## src/rtl/jt49_cmdseq_pkg.sv

```systemverilog
// Shared opcode constants, FSM state type and opcode helper for the command sequencer.
package jt49_cmdseq_pkg;

    localparam logic [3:0] OP_END  = 4'hE;
    localparam logic [3:0] OP_WAIT = 4'hF;

    typedef enum logic [2:0] {
        ST_IDLE,
        ST_FETCH,
        ST_WRITE,
        ST_WAIT,
        ST_DONE
    } state_t;

    // Opcodes 0x0-0xD address a PSG register directly.
    function automatic logic is_reg_op(input logic [3:0] op);
        return op <= 4'hD;
    endfunction

endpackage

```

## src/rtl/jt49_cmdseq_wait.sv

```systemverilog
// Loadable down-counter advanced only on cen; flags the tick that takes it from 1 to 0.
// Latency: load visible next cycle; expire is combinational on cen with count==1.
// Backpressure: none, it just counts.
module jt49_cmdseq_wait #(
    parameter int CW = 20
) (
    input  logic          clk,
    input  logic          rst,
    input  logic          load,
    input  logic [CW-1:0] value,
    input  logic          cen,
    output logic          zero,
    output logic          expire
);

    logic [CW-1:0] r_cnt;

    always_ff @(posedge clk) begin
        if (rst)
            r_cnt <= '0;
        else if (load)
            r_cnt <= value;
        else if (cen && r_cnt != '0)
            r_cnt <= r_cnt - CW'(1);
    end

    assign zero   = (r_cnt == '0);
    assign expire = cen && (r_cnt == CW'(1));

endmodule

```

## src/rtl/jt49_cmdseq.sv

```systemverilog
// Command sequencer feeding JT49 PSG register writes; optional wr_count via JT49_CMDSEQ_CNT_EN.
// Latency: outputs registered, one register write per 2 clk with cmd_valid held.
// Backpressure: cmd_ready is a registered FETCH flag, independent of cmd_valid.
module jt49_cmdseq
    import jt49_cmdseq_pkg::*;
#(
    parameter int WAIT_SHIFT = 8,
    parameter int CW         = 20
) (
    input  logic        clk,
    input  logic        rst,
    input  logic        cen,
    input  logic        start,
    input  logic        abort,
    input  logic [11:0] cmd,
    input  logic        cmd_valid,
    output logic        cmd_ready,
    output logic [3:0]  addr,
    output logic [7:0]  din,
    output logic        wr_n,
    output logic        cs_n,
    output logic        busy,
`ifdef JT49_CMDSEQ_CNT_EN
    output logic [15:0] wr_count,
`endif
    output logic        done
);

    state_t        r_state;
    state_t        w_nxt;
    logic          r_cmd_ready, r_wr_n, r_cs_n, r_busy, r_done;
    logic [3:0]    r_addr;
    logic [7:0]    r_din;
    logic [3:0]    w_op;
    logic [7:0]    w_data;
    logic [CW-1:0] w_wait_val;
    logic          w_accept, w_wait_load, w_cnt_clr, w_zero, w_expire;

    assign w_op        = cmd[11:8];
    assign w_data      = cmd[7:0];
    assign w_wait_val  = {{(CW-8){1'b0}}, w_data} << WAIT_SHIFT;
    assign w_accept    = r_cmd_ready && cmd_valid && !abort;
    assign w_wait_load = w_accept && (w_op == OP_WAIT);
    assign w_cnt_clr   = rst || abort;

    jt49_cmdseq_wait #(.CW(CW)) u_wait (
        .clk    (clk),
        .rst    (w_cnt_clr),
        .load   (w_wait_load),
        .value  (w_wait_val),
        .cen    (cen),
        .zero   (w_zero),
        .expire (w_expire)
    );

    always_comb begin
        w_nxt = r_state;
        case (r_state)
            ST_IDLE, ST_DONE: if (start) w_nxt = ST_FETCH;
            ST_FETCH: if (cmd_valid) begin
                if (is_reg_op(w_op))
                    w_nxt = ST_WRITE;
                else if (w_op == OP_END)
                    w_nxt = ST_DONE;
                else if (w_wait_val != '0)
                    w_nxt = ST_WAIT;
            end
            ST_WRITE: w_nxt = ST_FETCH;
            // zero only guards against a counter cleared under us; expire is the normal exit
            ST_WAIT:  if (w_expire || w_zero) w_nxt = ST_FETCH;
            default:  w_nxt = ST_IDLE;
        endcase
        if (abort) w_nxt = ST_IDLE;
    end

    always_ff @(posedge clk) begin
        if (rst) begin
            r_state     <= ST_IDLE;
            r_cmd_ready <= 1'b0;
            r_wr_n      <= 1'b1;
            r_cs_n      <= 1'b1;
            r_busy      <= 1'b0;
            r_done      <= 1'b0;
            r_addr      <= '0;
            r_din       <= '0;
        end else begin
            r_state     <= w_nxt;
            r_cmd_ready <= (w_nxt == ST_FETCH);
            r_wr_n      <= (w_nxt != ST_WRITE);
            r_cs_n      <= (w_nxt != ST_WRITE);
            r_busy      <= (w_nxt == ST_FETCH) || (w_nxt == ST_WRITE) || (w_nxt == ST_WAIT);
            r_done      <= (w_nxt == ST_DONE);
            if (w_accept && is_reg_op(w_op)) begin
                r_addr <= w_op;
                r_din  <= w_data;
            end
        end
    end

`ifdef JT49_CMDSEQ_CNT_EN
    logic [15:0] r_wr_count;
    logic        w_start_acc;

    assign w_start_acc = start && !abort && ((r_state == ST_IDLE) || (r_state == ST_DONE));

    always_ff @(posedge clk) begin
        if (rst || w_start_acc)
            r_wr_count <= '0;
        else if (r_state == ST_WRITE)
            r_wr_count <= r_wr_count + 16'd1;
    end

    assign wr_count = r_wr_count;
`endif

    assign cmd_ready = r_cmd_ready;
    assign addr      = r_addr;
    assign din       = r_din;
    assign wr_n      = r_wr_n;
    assign cs_n      = r_cs_n;
    assign busy      = r_busy;
    assign done      = r_done;

endmodule

```

## config.mk

```make
export PLATFORM = sky130hd
export DESIGN_NAME = jt49_cmdseq
export DESIGN_NICKNAME = d
export VERILOG_FILES = /design/src/rtl/jt49_cmdseq_pkg.sv /design/src/rtl/jt49_cmdseq_wait.sv /design/src/rtl/jt49_cmdseq.sv
export SDC_FILE = /design/constraint.sdc
export NUM_CORES = 1
export LEC_CHECK = 0
export CORE_UTILIZATION = 55
export DETAILED_ROUTE_END_ITERATION = 6
export HOLD_SLACK_MARGIN = 0.06
export PLACE_DENSITY = 0.94
export SYNTH_ARGS = -nofsm -noshare
export SYNTH_HDL_FRONTEND = slang
export SYNTH_SLANG_ARGS = --single-unit
```

## constraint.sdc

```tcl
create_clock -name clk -period 6.1 [get_ports clk]
set_clock_uncertainty 0.15 [all_clocks]
set_input_delay 1.22 -clock clk [delete_from_list [all_inputs] [get_ports clk]]
set_output_delay 1.22 -clock clk [all_outputs]
set_load 0.01 [all_outputs]
```

==> results of run 1 <==
[critical path, delay by kind of cell]
| family | cells | cell delay, ns |
|---|---|---|
| buf+inv | 2 | 0.92 |
| compound gates | 1 | 0.11 |
| simple gates | 3 | 0.94 |
[metrics by stage]
stage | utilization | total power [mW]
finish | 0.737 | 1.47
global route | 0.737 | 1.59
CTS | 0.737 | 1.46
detailed placement | 0.710 | 1.27
global placement | 0.710 | 1.24
floorplan | - | 1.15
[kinds of logic (layout without fill, tap and decap cells)]
logic type | Yosys count | after routing
AO/OA/AOI/OAI | 52 | 52
flip-flops | 39 | 39
XOR/XNOR | 10 | 10
multiplexers | 2 | 2
buffers and inverters | 12 | 47
AND/OR/NAND/NOR | 112 | 112
adder cells (fa/ha/maj) | 3 | 3
[worst max path at each step]
stage | cells after the start | end | startpoint | slack (ns)
floorplan | 4 | u_wait.r_cnt[17]$_SDFFE_PP0P_ | cen | 3.38
global placement | 5 | u_wait.r_cnt[17]$_SDFFE_PP0P_ | cen | 2.74
detailed placement | 5 | u_wait.r_cnt[17]$_SDFFE_PP0P_ | cen | 2.69
CTS | 5 | u_wait.r_cnt[17]$_SDFFE_PP0P_ | cen | 3.06
global route | 6 | u_wait.r_cnt[2]$_SDFFE_PP0P_ | rst | 2.91
finish | 6 | u_wait.r_cnt[2]$_SDFFE_PP0P_ | rst | 3.06
[registers in the layout, summed over array words and instances, names as in the netlist]
register	cells
cs_n	1
r_state	3
cmd_ready	1
addr	4
u_wait.r_cnt	20
done	1
din	8
busy	1
[power breakdown]
part,switching [mW],internal [mW]
Sequential,0.0796,0.316
Clock,0.0858,0.0968
Combinational,0.528,0.360
Total,0.694,0.773
[metal layers]
layer	global-route usage	up-vias	wire length (µm)
met1	0.347	815	1880
met2	0.449	62	2190
li1	-	891	-
met3	0.0853	12	309
met4	0.101	0	106
met5	0	-	0
[cell usage after synthesis (2+ instances only)]
| library cell | n |
|---|---|
| sky130_fd_sc_hd__buf_6 | 2 |
| sky130_fd_sc_hd__nor4_1 | 5 |
| sky130_fd_sc_hd__o21a_1 | 2 |
| sky130_fd_sc_hd__nor2b_1 | 2 |
| sky130_fd_sc_hd__nand4_1 | 3 |
| sky130_fd_sc_hd__nor3_2 | 2 |
| sky130_fd_sc_hd__inv_1 | 4 |
| sky130_fd_sc_hd__o21ai_1 | 3 |
| sky130_fd_sc_hd__o21ai_0 | 12 |
| sky130_fd_sc_hd__nand3_1 | 7 |
| sky130_fd_sc_hd__nand2_1 | 37 |
| sky130_fd_sc_hd__xnor2_1 | 8 |
| sky130_fd_sc_hd__ha_1 | 3 |
| sky130_fd_sc_hd__mux2i_1 | 2 |
| sky130_fd_sc_hd__nor3b_1 | 2 |
| sky130_fd_sc_hd__xor2_1 | 2 |
| sky130_fd_sc_hd__nor3_1 | 8 |
| sky130_fd_sc_hd__a211oi_1 | 2 |
| sky130_fd_sc_hd__dfxtp_1 | 39 |
| sky130_fd_sc_hd__nand3b_1 | 3 |
| sky130_fd_sc_hd__a21oi_1 | 20 |
| sky130_fd_sc_hd__o31ai_1 | 3 |
| sky130_fd_sc_hd__o211ai_1 | 2 |
| sky130_fd_sc_hd__nor2_1 | 27 |
| sky130_fd_sc_hd__or4_1 | 4 |
| sky130_fd_sc_hd__clkbuf_1 | 5 |
[cell type report]
type                       instances  share of cell area
clock buffer                       6              0.0219
clock inverter                     2              0.0149
inverter                           4             0.00641
multi-input combinational        179               0.452
sequential                        39               0.333
tap                               44              0.0235
timing repair buffer              35               0.148
==> impl_metrics.ini, run 1 <==
[outcome]
outcome = completed

[sta]
grt_setup_unrepaired = no
highest_clock_frequency_the_design_can_meet_mhz = 329
fin_setup_tns_ns = 0
worst_hold_margin_ns = 0.313
report.final.hold_viol_count = 0
final_period_minus_worst_setup_slack_ns = 3.04
timing.max_slew.rel_slack = 0.450
final.setup.worst_slack_ns = 3.06
layout_worst_path_cycle_share = 0.498
setup_violations = 0
timing_worst_slew_pin_value_ns = 0.818
final-max-slew-violation-count = 0

[pwr]
vdd_drop_max_mv = 0.439
power_density_mw_per_mm2 = 626
power.leakage_nw = 0.816

[logic_synthesis]
post-synth-top-area-fraction = 0.410
synth_cells = 230
synth-warning-count = 0
synth_mux_area_frac = 0.0105
synth_enable_flop_cells = 0
postSynthAreaPerCell_um2 = 8.27
synth-main-ff-cell = sky130_fd_sc_hd__dfxtp_1
yosys_register_bits = 39
synth_compound_gate_area_share = 0.177
fraction_of_synthesized_cell_area_in_xor_and_xnor_cells = 0.0460
synth-seq-area-share = 0.410
leading_area_contributor_after_synthesis = sky130_fd_sc_hd__dfxtp_1
synth_top_family_by_area = simple AND/OR/NAND/NOR gates
postSynthNetCount = 251
post_synth_and_or_nand_nor_area_fraction = 0.303
netlist_area_mm2 = 0.00190
synth_area_leaders = sky130_fd_sc_hd__dfxtp_1 (41%), sky130_fd_sc_hd__nand2_1 (7.3%), sky130_fd_sc_hd__nor2_1 (5.3%)
synthAdderAreaFrac = 0.0197
netlist-cell-type-count = 47
ys_async_sr_fraction = 0

[worst_setup_path]
worst_ep_arrival_time_ns = 3.19
timing.rr.start = u_wait.r_cnt[15]$_SDFFE_PP0P_
cp.required_ns = 6.25
worstReg2RegEnd = cmd_ready$_SDFF_PP0_
timing.critical_path.slowest_cell_delay_ns = 0.71
critical-path-slowest-cell = sky130_fd_sc_hd__clkdlybuf4s50_1
critical_path.startpoint_type = primary input
timing_worst_setup_path_type = in2reg
critical_path.endpoint_type = register
rrSetupSlack_ns = 3.82
worstPathCellList = clkdlybuf4s50_1 > nor2_1 > o21ai_1 > buf_4 > or4_1 > nand2_1
r2r.worst_path.cells = 5
cp_max_fo = 19

[place]
placed_area_mm2 = 0.00226
place_inst = 301
finalWeightedCongestion = 0.881
place_hpwl_mm = 3.32
port-buffer-count = 34
place_ws_ns = 2.69

[layout]
layout.cells.most_common_list = sky130_fd_sc_hd__dfxtp_1 (39), sky130_fd_sc_hd__nand2_1 (37), sky130_fd_sc_hd__clkdlybuf4s50_1 (34)
share_of_layout_cells_above_drive_strength_1 = 0.0679
layout.cells.most_common = sky130_fd_sc_hd__dfxtp_1
layout.filler_cells = 229
nets = 285
area_growth_syn_to_layout_pct = 23.1
final_area_mm2 = 0.00234
final_cells = 309
ff_latch_area_um2 = 781
antenna_cells = 0
multi_input_combinational_cell_area_mm2 = 0.00106

[worst_hold_path]
worst_hold_path_depth = 2
hold_start = din[2]$_SDFFE_PP0P_
hold_path_class = reg2reg
worstHoldEndpoint = din[2]$_SDFFE_PP0P_

[clocking]
cts.path.max_buffers = 2
clkSlewWorstSetupHoldPaths_ns = 0.12
cts_root_buf = sky130_fd_sc_hd__clkbuf_4
post-cts-setup-buffers = 0
insertion_delay_ns = 0.36
clkSinkCount = 39
cts_tree = done
post_cts_resized = 0
cts_inserted_buffers = 5
htree_num_levels = 2
cts-hold-fix-buffers = 0

[global_routing]
antenna_violations_before_repair = 0
track_usage = 0.277
grt_first_pass_wirelength_mm = 7.41
grt_overflow = 0
grt_max_degree = 20
vias_in_the_first_global_route = 1646

[die]
area_of_the_die_mm2 = 0.00370
num_io_pins = 35
die-width_um = 60.8
std_cell_rows = 20
die_y_um = 60.8
start_util = 0.599
core_area_mm2 = 0.00318

[routing]
route.final.wire_length_mm = 4.49
via_per_inst = 5.76
dr.first_iter.drc_count = 116
vias = 1780
ant_nets = 0
remaining_drc_errors = 0
drt-pass1-iter-count = 4
route.detailed.wl_per_inst_um = 14.5

[job]
drv_cap = 0
No activity file was read; power rests on OpenSTA's default activity.
==> run 2, diff against run 1 <==
--- a/config.mk
+++ b/config.mk
@@ -5,10 +5,10 @@
 export SDC_FILE = /design/constraint.sdc
 export NUM_CORES = 1
 export LEC_CHECK = 0
-export CORE_UTILIZATION = 55
+export CORE_UTILIZATION = 51
 export DETAILED_ROUTE_END_ITERATION = 6
 export HOLD_SLACK_MARGIN = 0.06
-export PLACE_DENSITY = 0.94
+export PLACE_DENSITY = 0.89
 export SYNTH_ARGS = -nofsm -noshare
 export SYNTH_HDL_FRONTEND = slang
 export SYNTH_SLANG_ARGS = --single-unit
==> constraint.sdc (replaced) <==
create_clock -name clk -period 2.9 [get_ports clk]
set_clock_uncertainty 0.15 [all_clocks]
set_input_delay 0.58 -clock clk [delete_from_list [all_inputs] [get_ports clk]]
set_output_delay 0.58 -clock clk [all_outputs]
set_load 0.01 [all_outputs]
==> run 2 against run 1 <==
- critical path depth is 1 lower
- sequential share of layout area is 0.59 points lower
- sequential cell count stayed put
- final cell count is 2.6% higher
- first-iteration DRC count is 3.4% lower
- via count is 1.0% higher
- design area is 1.8% higher
- worst hold slack worse by 0.0019 ns
- count of clock-buffer cells in the layout is 1 higher
- combinational power is 110% higher
- clock power is 97% higher
- critical endpoint is now u_wait.r_cnt[17]$_SDFFE_PP0P_
- highest routed layer unchanged
==> impl_metrics.ini, run 2 (synthesis gave the netlist of run 1 again) <==
[die]
area_of_the_die_mm2 = 0.00398
die-width_um = 63.1
std_cell_rows = 21
start_util = 0.553
core_area_mm2 = 0.00344
num_io_pins = 35
die_y_um = 63.1

[pwr]
comb_power_share = 0.605
finalPower_mw = 3.03
clock_power_share = 0.119
vdd_drop_max_mv = 0.850
switching_power_mw = 1.44
power_density_mw_per_mm2 = 1270
power.leakage_nw = 0.840
switching_share = 0.474
internal_power_mw = 1.59
p_seq_frac = 0.276

[clocking]
post_cts_resized = 0
cts_tree = done
cts-hold-fix-buffers = 0
htree_num_levels = 2
clkSlewWorstSetupHoldPaths_ns = 0.07
insertion_delay_ns = 0.30
clkSinkCount = 39
cts.path.max_buffers = 2
post-cts-setup-buffers = 0
cts_root_buf = sky130_fd_sc_hd__clkbuf_8
cts_inserted_buffers = 5

[routing]
dr.first_iter.drc_count = 112
remaining_drc_errors = 0
ant_nets = 0
drt-pass1-iter-count = 4
route.detailed.wl_per_inst_um = 14.3
vias = 1798
detailroute.wirelength.met3_um = 170
route.final.wire_length_mm = 4.53
met2_wirelength_mm = 2.20
via_per_inst = 5.67
top_layer = met4
met1_length_mm = 2.08

[sta]
final-max-slew-violation-count = 0
grt_setup_unrepaired = no
report.final.hold_viol_count = 0
timing_worst_slew_pin_value_ns = 0.489
timing.max_slew.rel_slack = 0.670
final_period_minus_worst_setup_slack_ns = 2.33
worst_hold_margin_ns = 0.311
highest_clock_frequency_the_design_can_meet_mhz = 430
fin_setup_tns_ns = 0
final.setup.worst_slack_ns = 0.574
setup_violations = 0
layout_worst_path_cycle_share = 0.802

[worst_setup_path]
r2r.worst_path.cells = 5
timing.critical_path.slowest_cell_delay_ns = 0.47
cp_max_fo = 5
critical_path.startpoint_type = primary input
cp.required_ns = 2.99
critical-path-slowest-cell = sky130_fd_sc_hd__clkdlybuf4s50_1
worst_ep_arrival_time_ns = 2.41
timing_worst_setup_path_type = in2reg
critical_path.endpoint_type = register
worstPathCellList = clkdlybuf4s50_1 > or3b_1 > a211o_1 > or4_1 > a21oi_1

[layout]
nets = 291
largest_register_ffs = 20
area_growth_syn_to_layout_pct = 25.4
share_of_layout_cells_above_drive_strength_1 = 0.0812
layout.cells.most_common_list = sky130_fd_sc_hd__dfxtp_1 (39), sky130_fd_sc_hd__nand2_1 (37), sky130_fd_sc_hd__clkdlybuf4s50_1 (34)
finish.utilization = 0.693
max_flop_register = u_wait.r_cnt
antenna_cells = 0
layout.cells.most_common = sky130_fd_sc_hd__dfxtp_1

[place]
finalWeightedCongestion = 0.968
place_hpwl_mm = 3.38
place_ws_ns = 0.269
port-buffer-count = 34

[global_routing]
vias_in_the_first_global_route = 1692
antenna_violations_before_repair = 0
grt_first_pass_wirelength_mm = 7.76
track_usage = 0.254
grt_overflow = 0
grt_max_degree = 16

[worst_hold_path]
hold_path_class = reg2reg
worst_hold_path_depth = 2

[job]
drv_cap = 0

[outcome]
outcome = completed
## run 2: cell count changes in the layout (fill, tap and decap cells not counted)
cell,previous run,this run
sky130_fd_sc_hd__clkbuf_8,1,5
sky130_fd_sc_hd__clkbuf_1,0,2
sky130_fd_sc_hd__bufinv_16,1,0
sky130_fd_sc_hd__buf_4,1,7
sky130_fd_sc_hd__clkbuf_4,5,0
## run 2: final timing paths
kind | start | end | slack (ns)
max | cen | u_wait.r_cnt[17]$_SDFFE_PP0P_ | 0.57
min | din[1]$_SDFFE_PP0P_ | din[1]$_SDFFE_PP0P_ | 0.31
max reg2reg | u_wait.r_cnt[15]$_SDFFE_PP0P_ | cmd_ready$_SDFF_PP0_ | 0.66
min reg2reg | din[1]$_SDFFE_PP0P_ | din[1]$_SDFFE_PP0P_ | 0.31
## run 2: final cells by class
class / instances / area, µm²
Clock buffer: 7 / 76.3
Clock inverter: 1 / 5.00
Fill cell: 286 / 1060
Inverter: 4 / 15.0
Multi-Input combinational cell: 179 / 1060
Sequential cell: 39 / 781
Tap cell: 46 / 57.6
Timing Repair Buffer: 41 / 393
## run 2: routing by layer
layer,up-vias,global-route usage
met5,-,0
met4,0,0.0872
met2,39,0.414
met1,849,0.317
met3,9,0.0725
li1,901,-
## run 2: power by group through the flow
stage | clock network, mW | logic, mW | registers, mW
6_report | 0.360 | 1.83 | 0.835
4_1_cts | 0.367 | 1.82 | 0.830
5_1_grt | 0.392 | 2.05 | 0.852
2_1_floorplan | 0 | 1.62 | 0.804
3_3_place_gp | 0 | 1.78 | 0.834
3_5_place_dp | 0 | 1.81 | 0.839
## run 2: metrics by stage
stage                     instance area (µm²)  cells
after floorplan                          1900    230
after global placement                   2300    309
after detailed placement                 2300    309
after CTS                                2390    317
after global routing                     2390    317
final                                    2390    317
## run 2: critical path, delay by kind of cell
kind | cells | cell delay (ns)
simple gates | 2 | 0.91
buf+inv | 1 | 0.47
compound gates | 2 | 0.44
